===== src/rtl/hazard_stall_controller.sv =====
// rtl/hazard_stall_controller.sv - hazard detection, stall/bubble control and mul/div sequencing
//
// Purpose:
//   Detects the hazards that forwarding cannot resolve in the 5-stage pipeline
//   (load-use, ID-stage branch operand not ready, HI/LO busy) and drives PC /
//   IF-ID hold plus ID-EX bubble insertion. Also sequences the multi-cycle
//   mul/div unit: issues a one-cycle start pulse and tracks busy.
//
// Configuration macro:
//   HAZARD_PERF_CNT_EN - when defined, stall_cycles_o is a saturating count of
//                        cycles with pc_stall_o=1; otherwise it is tied to 0.
//
// Ports:
//   clk_i               pipeline clock, rising edge
//   rst_i               synchronous active-high reset
//   if_id_rs_i/rt_i     source registers of the instruction in ID
//   if_id_use_rs_i/rt_i ID instruction reads rs / rt
//   if_id_branch_i      ID instruction is a branch/jr resolved in ID
//   if_id_hilo_use_i    ID instruction touches HI/LO
//   id_ex_memread_i     EX instruction is a load
//   id_ex_regwrite_i    EX instruction writes a GPR
//   id_ex_regdst_i      EX destination register
//   id_ex_md_op_i       EX mul/div op (00 none, 01 mul, 10 div, 11 none)
//   ex_mem_memread_i    MEM instruction is a load
//   ex_mem_regdst_i     MEM destination register
//   pc_stall_o          hold PC
//   if_id_stall_o       hold IF/ID register
//   id_ex_flush_o       load bubble into ID/EX
//   md_start_o          one-cycle start pulse to mul/div unit
//   md_busy_o           mul/div computing, HI/LO not valid
//   stall_cycles_o      stall performance counter

module hazard_stall_controller #(
    parameter int MUL_LATENCY = 4,
    parameter int DIV_LATENCY = 32,
    parameter int CNT_W       = 32
) (
    input  logic             clk_i,
    input  logic             rst_i,
    input  logic [4:0]       if_id_rs_i,
    input  logic [4:0]       if_id_rt_i,
    input  logic             if_id_use_rs_i,
    input  logic             if_id_use_rt_i,
    input  logic             if_id_branch_i,
    input  logic             if_id_hilo_use_i,
    input  logic             id_ex_memread_i,
    input  logic             id_ex_regwrite_i,
    input  logic [4:0]       id_ex_regdst_i,
    input  logic [1:0]       id_ex_md_op_i,
    input  logic             ex_mem_memread_i,
    input  logic [4:0]       ex_mem_regdst_i,
    output logic             pc_stall_o,
    output logic             if_id_stall_o,
    output logic             id_ex_flush_o,
    output logic             md_start_o,
    output logic             md_busy_o,
    output logic [CNT_W-1:0] stall_cycles_o
);

    localparam int MAX_LAT = (MUL_LATENCY > DIV_LATENCY) ? MUL_LATENCY : DIV_LATENCY;
    // Down-counter only ever holds LATENCY-1, so clog2(max latency) bits suffice.
    localparam int CW      = (MAX_LAT > 1) ? $clog2(MAX_LAT) : 1;
    localparam logic [CW-1:0] MUL_LOAD = CW'(MUL_LATENCY - 1);
    localparam logic [CW-1:0] DIV_LOAD = CW'(DIV_LATENCY - 1);

    typedef enum logic {
        IDLE = 1'b0,
        BUSY = 1'b1
    } md_state_e;

    md_state_e     state_q, state_d;
    logic [CW-1:0] cnt_q, cnt_d;
    logic          md_start;
    logic          md_busy;
    logic          hz_load_use;
    logic          hz_branch;
    logic          hz_hilo;
    logic          stall;

    // Register 0 is hardwired, so a write to it never creates a dependency.
    function automatic logic reg_match(input logic [4:0] dst,
                                       input logic [4:0] src,
                                       input logic       use_src);
        return use_src && (dst != 5'd0) && (dst == src);
    endfunction

    function automatic logic id_match(input logic [4:0] dst);
        return reg_match(dst, if_id_rs_i, if_id_use_rs_i) ||
               reg_match(dst, if_id_rt_i, if_id_use_rt_i);
    endfunction

    // Mul/div sequencer
    always_comb begin
        state_d  = state_q;
        cnt_d    = cnt_q;
        md_start = 1'b0;
        case (state_q)
            IDLE: begin
                if (id_ex_md_op_i == 2'b01 || id_ex_md_op_i == 2'b10) begin
                    md_start = 1'b1;
                    cnt_d    = (id_ex_md_op_i == 2'b01) ? MUL_LOAD : DIV_LOAD;
                    state_d  = BUSY;
                end
            end
            BUSY: begin
                // A new md op seen here is ignored: no restart while computing.
                if (cnt_q != '0) begin
                    cnt_d = cnt_q - CW'(1);
                end else begin
                    state_d = IDLE;
                end
            end
            default: state_d = IDLE;
        endcase
    end

    always_ff @(posedge clk_i) begin
        if (rst_i) begin
            state_q <= IDLE;
            cnt_q   <= '0;
        end else begin
            state_q <= state_d;
            cnt_q   <= cnt_d;
        end
    end

    assign md_busy = (state_q == BUSY);

    // Hazard detection
    // EX-stage ALU results can be forwarded to EX but not to the ID-stage
    // comparator; a load in MEM is not ready for ID either.
    assign hz_load_use = id_ex_memread_i && id_match(id_ex_regdst_i);
    assign hz_branch   = if_id_branch_i &&
                         ((id_ex_regwrite_i && id_match(id_ex_regdst_i)) ||
                          (ex_mem_memread_i && id_match(ex_mem_regdst_i)));
    // md_start counts as busy so a HI/LO user right behind the op also waits.
    assign hz_hilo     = if_id_hilo_use_i && (md_busy || md_start);

    assign stall = !rst_i && (hz_load_use || hz_branch || hz_hilo);

    assign pc_stall_o    = stall;
    assign if_id_stall_o = stall;
    assign id_ex_flush_o = stall;
    assign md_start_o    = md_start && !rst_i;
    assign md_busy_o     = md_busy && !rst_i;

`ifdef HAZARD_PERF_CNT_EN
    logic [CNT_W-1:0] stall_cnt_q, stall_cnt_d;

    always_comb begin
        stall_cnt_d = stall_cnt_q;
        if (stall && !(&stall_cnt_q)) begin
            stall_cnt_d = stall_cnt_q + CNT_W'(1);
        end
    end

    always_ff @(posedge clk_i) begin
        if (rst_i) begin
            stall_cnt_q <= '0;
        end else begin
            stall_cnt_q <= stall_cnt_d;
        end
    end

    assign stall_cycles_o = rst_i ? '0 : stall_cnt_q;
`else
    assign stall_cycles_o = '0;
`endif

endmodule


===== config.mk =====
export PLATFORM = sky130hd
export DESIGN_NAME = hazard_stall_controller
export DESIGN_NICKNAME = d
export VERILOG_FILES = /design/src/rtl/hazard_stall_controller.sv
export SDC_FILE = /design/constraint.sdc
export NUM_CORES = 1
export LEC_CHECK = 0
export ABC_AREA = 1
export CELL_PAD_IN_SITES_DETAIL_PLACEMENT = 1
export CELL_PAD_IN_SITES_GLOBAL_PLACEMENT = 1
export CORE_AREA = 4 4 56 58
export DETAILED_ROUTE_END_ITERATION = 16
export DIE_AREA = 0 0 60 62
export DONT_BUFFER_PORTS = 1
export PLACE_DENSITY_LB_ADDON = 0.1
export SLEW_MARGIN = 0
export SYNTH_ARGS = -nofsm -noshare
export SYNTH_HDL_FRONTEND = slang
export SYNTH_SLANG_ARGS = --single-unit

===== constraint.sdc =====
create_clock -name clk_i -period 1.8 [get_ports clk_i]
set_clock_uncertainty 0.2 [all_clocks]
set_input_delay 0.09 -clock clk_i [delete_from_list [all_inputs] [get_ports clk_i]]
set_output_delay 0.09 -clock clk_i [all_outputs]
set_load 0.005 [all_outputs]

Yosys cells after proc, flatten, opt, wreduce, memory -nomap -nowiden
Cells that the tools add are included.
{ "word_totals": {"out_inout_bits": 37, "elab_cells": 48, "regBits": 6} }
{ "op_classes": {"n_eq_ne": 8, "n_addsub": 1, "mux": 8, "bitwise_logic": 1, "n_reduce_logical": 28} }
{ "op_table": {"columns": ["operator", "n"], "rows": [
  ["$eq 5x5->1", 4],
  ["$logic_and 1x1->1", 16],
  ["$mux 5", 3],
  ["$reduce_bool 5->1", 3],
  ["$pmux 5 s2", 1],
  ["$logic_or 1x1->1", 7],
  ["$sub 5x1->5 const B", 1],
  ["$mux 1", 3],
  ["$eq 2x1->1 const B", 1],
  ["$eq 2x2->1 const B", 1],
  ["$ne 2x1->1 const B", 1],
  ["$ne 2x2->1 const B", 1],
  ["$pmux 1 s2", 1],
  ["$reduce_and 2->1", 1],
  ["$logic_not 1->1", 1],
  ["$not 1->1", 1]
]} }

Logic depth before layout (Yosys ltp)
Gate-level depths: netlist (run 1).
{ "depth": {"ltp_word": 10, "ltp_mapped": 11, "depth_no_buf": 10} }

Worst setup path after synthesis (run 1)
Ideal clock, no wire load.
{ "synth_timing": {"path_kind": "register to register", "start": "register cnt_q[0]", "end": "register cnt_q[1]", "stages_incl_launch_ff": 8, "period_less_slack_ns": 1.273, "arrival_time_ns": 0.998, "setup_time_ns": 0.074, "required_time_ns": 1.526, "path_slack_ns": 0.527, "path_cell_list": "dfxtp_1 > inv_1 > ha_1 > nand4_2 > nand2_2 > inv_2 > o21ai_1 > a31oi_1"} }
{ "synth_via": {"elab_chain_len": 3} }
{ "synth_rtl": {"columns": ["item", "line_no", "text"], "rows": [
  ["from (decl)", "72", "logic [CW-1:0] cnt_q, cnt_d;"],
  ["from (signal assigned)", "123", "cnt_q <= cnt_d;"],
  ["$sub 5x1->5 / $reduce_bool 5->1 (equally long branches)", "108, 107", null],
  ["$mux 5 / $ne 2x1->1 (equally long branches)", null, null],
  ["$pmux 5 s2 / $reduce_and 2->1 (equally long branches)", null, null]
]} }
Parallel ways exist; a longest one is shown, timed or not. The select of a mux whose other input is x is not followed.
A chain may end at the register's enable or synchronous reset.

Final worst setup path (run 1)
{ "layout_timing": {"start": "register state_q (netlist: md_busy)", "end": "output port id_ex_flush_o"} }
{ "layout_via": {"elab_chain_len": 5} }
{ "layout_rtl": {"columns": ["item", "line_no", "text"], "rows": [
  ["from (decl)", "71", "md_state_e state_q, state_d;"],
  ["from (signal assigned)", "122", "state_q <= state_d;"],
  ["$mux 1", "97", "case (state_q)"],
  ["$logic_or 1x1->1 *", "137", "assign hz_hilo = if_id_hilo_use_i && (md_busy || md_start);"],
  ["$logic_and 1x1->1 *", "137", null],
  ["$logic_or 1x1->1 *", "139", "assign stall = !rst_i && (hz_load_use || hz_branch || hz_hilo);"],
  ["$logic_and 1x1->1 *", "139", null],
  ["to (decl)", "54", "output logic id_ex_flush_o,"]
]} }
Every way passes the cells marked *; elsewhere a longest branch is shown, timed or not.

==> metrics.csv, run 1 <==
stage;metric;value;unit
synthesis;Top FF cell, synth;dfxtp_1;
floorplan;CORE AREA;2660;µm²
synthesis;XOR/XNOR share of the synthesized area;2.50;%
routing;# DRC;0;
placement;Place WS;0.406;ns
critical_path;reg2reg end;cnt_q[4]$_SDFFE_PP0P_;
synthesis;register area share after synthesis;11.4;%
power;Sw Share;41.0;%
floorplan;Initial Utilization;39.5;%
sta;TNS Setup;0;ns
critical_path;Setup CP Type;reg2out;
routing;routed len/inst;11.9;µm
critical_path;CP Capture Type;primary output;
power;Int Power;0.311;mW
floorplan;Die Width;60;µm
layout;area grow syn2layout;-7.50;%
sta;RSZ-0062 raised after global routing;no;
worst_hold_path;HP Class;in2out;
cts;H-tree levels;1;
synthesis;Synth area leaders;buf_4, nand2_1, dfxtp_1;
routing;met3 wire len;319;µm
critical_path;Req. time, crit path;1.51;ns
global_route;grt total ovfl;0;
power;Power Dens Cells;541;nW/µm²
routing;ANT nets after route;0;
global_route;vias in the first global route;909;
power;Clk network pwr share;23.7;%
synthesis;average size of a mapped cell;5.50;µm²
cts;clk_lat worst skew;0.25;ns
floorplan;num rows;19;
sta;min Tclk post-route;1.58;ns
synthesis;Post-Synth Simple-Gate Area;39.5;%
cts;total CTS buffers;3;
sta;endpoints failing setup;0;
critical_path;Worst Setup EP;id_ex_flush_o;
critical_path;Arrival @ worst endpoint;1.29;ns
floorplan;Ports;68;
layout;antenna cells;0;
sta;Setup WS post-layout;0.216;ns
synthesis;#FFs+latches synth;6;
synthesis;adder-cell share of the synthesized area;3.57;%
global_route;overall routing resource usage;14.6;%
flow_run;Max-Cap Viols;0;
power;maximum vdd ir drop;0.000259;V
layout;layout cells sized above 1;8.38;%
routing;DR vias/cell;4.53;
cts;CTS Root Cell;clkbuf_4;
critical_path;CP startpoint kind;flop;
layout;final instance area;972;µm²
power;Sw Pwr;0.216;mW
synthesis;share of async-settable or async-resettable flops after synthesis;0;%
global_route;antenna violations before repair;0;
placement;Post-DP HPWL;2330;µm
placement;placed cell areas;940;µm²
cts;Clock Sinks;6;
routing;M1 wire length;1160;µm
critical_path;r2r setup slk;0.40;ns
sta;Max Slew Vio Count;0;
layout;Post-Layout Cell Count;222;
global_route;largest net degree at the start of global routing;11;
critical_path;worst-case reg-to-reg path depth;7;
sta;Max Freq;631;MHz
routing;drt initial violations;52;
layout;final core occ;36.5;%
power;sequential share of power;34.9;%
placement;placed cells;218;
synthesis;cells after synthesis;191;
synthesis;Ys Warns;0;
cts;Clock transition at path regs;0.04;ns
cts;clk buf depth;2;
synthesis;mux contribution to synthesized area;0;%
power;Static Leakage;0.624;nW
power;Comb pwr share;41.4;%
synthesis;post-synth top area share;24.3;%
sta;Final Cycle Share;88.0;%
layout;fin nets;227;
routing;final WL;2630;µm
synthesis;largest family of logic cells by synthesized area;simple AND/OR/NAND/NOR gates;
critical_path;Max FO, Critical Path;10;
routing;total number of vias;1006;
floorplan;die height;62;µm
routing;met2 routed WL;1100;µm
synthesis;Yosys top cell by area;buf_4;
sta;hold violation count in the final report;0;
layout;fill count;412;
routing;drt first pass iters;4;
synthesis;number of distinct library cells after synthesis;23;
floorplan;die area;3720;µm²
synthesis;Post-Syn Area;1050;µm²
cts;CTS tree;yes;
routing;top sig layer;met4;
synthesis;Compound-Gate Fraction of Synth Area;6.90;%
critical_path;reg-to-reg startpoint;cnt_q[0]$_SDFFE_PP0P_;
placement;port bufs;0;
critical_path;Worst Setup SP;md_busy$_SDFF_PP0_;
outcome;status;completed;
synthesis;Post-synth EDFFs;0;
global_route;first-pass GRT wire length;4090;µm
placement;RePlAce Congestion;0.799;
cells in the final DEF (no fill, tap or decap), types with 4 or more instances in the layout:
master   synthesis  layout
dfxtp_1          6       6
nor2_1          23      23
nand3_1          8       8
o21ai_1          4       4
nand2_1         63      63
conb_1           1      32
inv_2            9       9
a21oi_1          4       4
inv_1           20      20
power groups by stage:
stage | logic (mW) | clock network [mW] | registers [mW]
detailed placement | 0.213 | 0 | 0.186
finish | 0.218 | 0.125 | 0.183
global placement | 0.208 | 0 | 0.184
CTS | 0.218 | 0.130 | 0.183
floorplan | 0.242 | 0 | 0.173
global route | 0.258 | 0.139 | 0.187
state kept, by name, summed over array words and instances, names as in the netlist:
register and count:
md_busy 1, cnt_q 5
final cells by class:
type,count,area (µm²),area share (%)
flip-flops and latches,6,120,12.4
clock buffers,3,22.5,2.32
multi-input cells,152,672,69.1
inverters,29,109,11.2
repair buffers,1,10.0,1.03
well taps,31,38.8,3.99
kinds of logic (layout without fill, tap and decap cells):
family                   count (synthesis)  count (layout)
AO/OA/AOI/OAI                           13              13
other                                    1              32
buffers and inverters                   64              33
flip-flops                               6               6
XOR/XNOR                                 3               3
adder cells (fa/ha/maj)                  3               3
AND/OR/NAND/NOR                        101             101
repair_timing:
action / 4_1_cts / 5_1_grt
hold buffers: 1 / 0
buffers inserted: 0 / 0
hold endpoints to repair: 6 / 0
setup endpoints to repair: 0 / 0
gates resized for setup: 0 / 0
worst max-delay path, cell delays in order, from the launching register on:
cell	delay (ns)
dfxtp_1	0.52
inv_1	0.15
nand2_4	0.09
nand2_1	0.05
nand3_1	0.07
nand2_1	0.05
inv_1	0.13
cells in the mapped netlist (2+ instances only):
library cell / count
nand2_1: 63
buf_4: 34
nor2_1: 23
inv_1: 20
inv_2: 9
nand3_1: 8
dfxtp_1: 6
a21oi_1: 4
o21ai_1: 4
ha_1: 3
xor2_1: 3
a31oi_1: 2
nor3_1: 2
stage by stage:
| step | power [mW] | hold slack (ns) |
|---|---|---|
| floorplan | 0.416 | -0.0261 |
| global placement | 0.393 | -0.0234 |
| detailed placement | 0.399 | -0.0161 |
| CTS | 0.532 | 0.0155 |
| global route | 0.584 | 0.0196 |
| finish | 0.526 | 0.0138 |
worst min-delay path by stage:
stage	from	endpoint	depth (start not counted)
3_5_place_dp	rst_i	md_busy$_SDFF_PP0_	1
5_1_grt	rst_i	md_start_o	1
2_1_floorplan	rst_i	md_busy$_SDFF_PP0_	1
3_3_place_gp	rst_i	md_busy$_SDFF_PP0_	1
4_1_cts	rst_i	md_busy_o	1
6_report	rst_i	md_busy_o	1
layer usage:
| layer | global-route usage (%) | vias up |
|---|---|---|
| li1 | - | 513 |
| met1 | 20.0 | 431 |
| met2 | 22.8 | 58 |
| met3 | 2.48 | 4 |
| met4 | 5.70 | 0 |
| met5 | 0 | - |
No activity file was read; power rests on OpenSTA's default activity.
==> inputs of run 2 (changes only) <==
CAP_MARGIN = 20   (was unset)
REMOVE_ABC_BUFFERS = 1   (was unset)
==> run 2 against run 1 <==
Net effect:
- core utilization unchanged
- final cell count is the same
- routed wire length grew 0.87%
- die area stayed put
- worst setup slack worse by 0.013 ns
- clock power about the same
- power is 1.1% higher
- via count down 1.8%
- first-iteration DRC count is 50% lower
- critical path depth unchanged
- critical path type unchanged
==> metrics.csv, run 2 (synthesized netlist as in run 1, its figures left out) <==
stage;metric;value;unit
cts;clk_lat worst skew;0.25;ns
cts;Setup Buffers After CTS;0;
routing;drt initial violations;26;
routing;routed len/inst;12.0;µm
layout;Multi-input gate area;672;µm²
sta;min Tclk post-route;1.60;ns
floorplan;num rows;19;
global_route;met2 usage;22.7;%
critical_path;CP cell instances;inv_1 -> nand2_4 -> nand2_1 -> nand3_1 -> nand2_1 -> inv_1;
placement;RePlAce Congestion;0.804;
layout;final core occ;36.5;%
critical_path;largest delay contributor family on the critical path;flip-flops;
floorplan;Ports;68;
global_route;GR Layer Usage met3;3.93;%
global_route;gr busiest metal;met2;
flow_run;Max-Cap Viols;0;
sta;endpoints failing setup;0;
critical_path;CP startpoint kind;flop;
global_route;overall routing resource usage;14.5;%
global_route;vias in the first global route;916;
floorplan;Initial Utilization;39.5;%
cts;Hold-fix buffers, CTS;1;
cts;total CTS buffers;3;
global_route;largest net degree at the start of global routing;11;
cts;clk buf depth;2;
cts;Clock Sinks;6;
layout;area grow syn2layout;-7.50;%
critical_path;worst-case reg-to-reg path depth;7;
critical_path;Setup CP Type;reg2out;
cts;CTS Root Cell;clkbuf_4;
layout;Reg with most FFs;cnt_q;
layout;commonest non-fill, non-tap cell in the layout;nand2_1;
cts;H-tree levels;1;
routing;total number of vias;988;
routing;drt first pass iters;6;
global_route;first-pass GRT wire length;4100;µm
sta;Final Cycle Share;88.7;%
placement;Post-DP HPWL;2440;µm
cts;CTS tree;yes;
cts;post-cts repair resize count;0;
critical_path;Req. time, crit path;1.51;ns
routing;final WL;2660;µm
routing;ANT nets after route;0;
placement;port bufs;0;
critical_path;Bufs and invs on worst path;2;
cts;Clock transition at path regs;0.04;ns
power;Power Dens Cells;547;nW/µm²
sta;Max Freq;626;MHz
layout;max reg flops;5;
sta;TNS Setup;0;ns
layout;most frequent cells in the layout;nand2_1, conb_1, nor2_1;
power;Static Leakage;0.624;nW
critical_path;Crit-path slowest cell;dfxtp_1;
outcome;status;completed;
routing;# DRC;0;
worst_hold_path;hold path depth;1;
power;maximum vdd ir drop;0.000462;V
critical_path;reg-to-reg startpoint;cnt_q[0]$_SDFFE_PP0P_;
floorplan;die height;62;µm
layout;fill count;395;
worst_hold_path;HP Start;rst_i;
layout;flip-flop and latch area;120;µm²
worst_hold_path;HP Class;in2out;
critical_path;Worst path max stage delay;0.52;ns
layout;layout cells sized above 1;8.38;%
global_route;GR Util met1;20.2;%
routing;DR vias/cell;4.45;
critical_path;reg2reg end;cnt_q[1]$_SDFFE_PP0P_;
sta;RSZ-0062 raised after global routing;no;
global_route;grt total ovfl;0;
layout;fin nets;227;
critical_path;CP Capture Type;primary output;
sta;Max Slew Vio Count;0;
floorplan;CORE AREA;2660;µm²
critical_path;r2r setup slk;0.35;ns
worst_hold_path;worst min-delay path endpoint;md_busy_o;
critical_path;Max FO, Critical Path;10;
sta;hold violation count in the final report;0;
floorplan;die area;3720;µm²
floorplan;Die Width;60;µm
critical_path;Arrival @ worst endpoint;1.31;ns
global_route;antenna violations before repair;0;
layout;antenna cells;0;
[run 2: per-layer routing]
layer  share of wire [%]  up-vias
li1                    -      510
met1                  45      432
met2                  45       44
met3                 9.9        2
met4                0.23        0
met5                   0        -
[run 2: cell type report]
type | count | share of cell area [%]
clock buffer | 3 | 2.32
inverter | 29 | 11.2
multi-input combinational | 152 | 69.1
sequential | 6 | 12.4
tap | 31 | 3.99
timing repair buffer | 1 | 1.03
[run 2: worst max path at each step]
stage	start	endpoint	slack, ns	cells after the start
global route	md_busy$_SDFF_PP0_	if_id_stall_o	0.07	6
floorplan	cnt_q[0]$_SDFFE_PP0P_	cnt_q[4]$_SDFFE_PP0P_	0.53	7
detailed placement	cnt_q[0]$_SDFFE_PP0P_	cnt_q[1]$_SDFFE_PP0P_	0.37	7
finish	md_busy$_SDFF_PP0_	id_ex_flush_o	0.20	6
global placement	cnt_q[0]$_SDFFE_PP0P_	cnt_q[4]$_SDFFE_PP0P_	0.41	7
CTS	md_busy$_SDFF_PP0_	id_ex_flush_o	0.17	6
[run 2: report_power, final]
part           internal, mW  total, mW  switching, mW
Sequential            0.156      0.183         0.0274
Clock                0.0756      0.128         0.0520
Combinational        0.0799      0.221          0.141
Total                 0.311      0.532          0.221
[run 2: metrics by stage]
stage	power [mW]	setup slack [ns]	hold WS [ns]	cells	cell area [µm²]
after floorplan	0.354	0.526	-0.0261	187	901
after CTS	0.537	0.174	0.0160	222	972
after global placement	0.393	0.413	-0.0236	218	940
after global routing	0.594	0.0740	0.0190	222	972
after detailed placement	0.404	0.368	-0.0200	218	940
final	0.532	0.203	0.0147	222	972
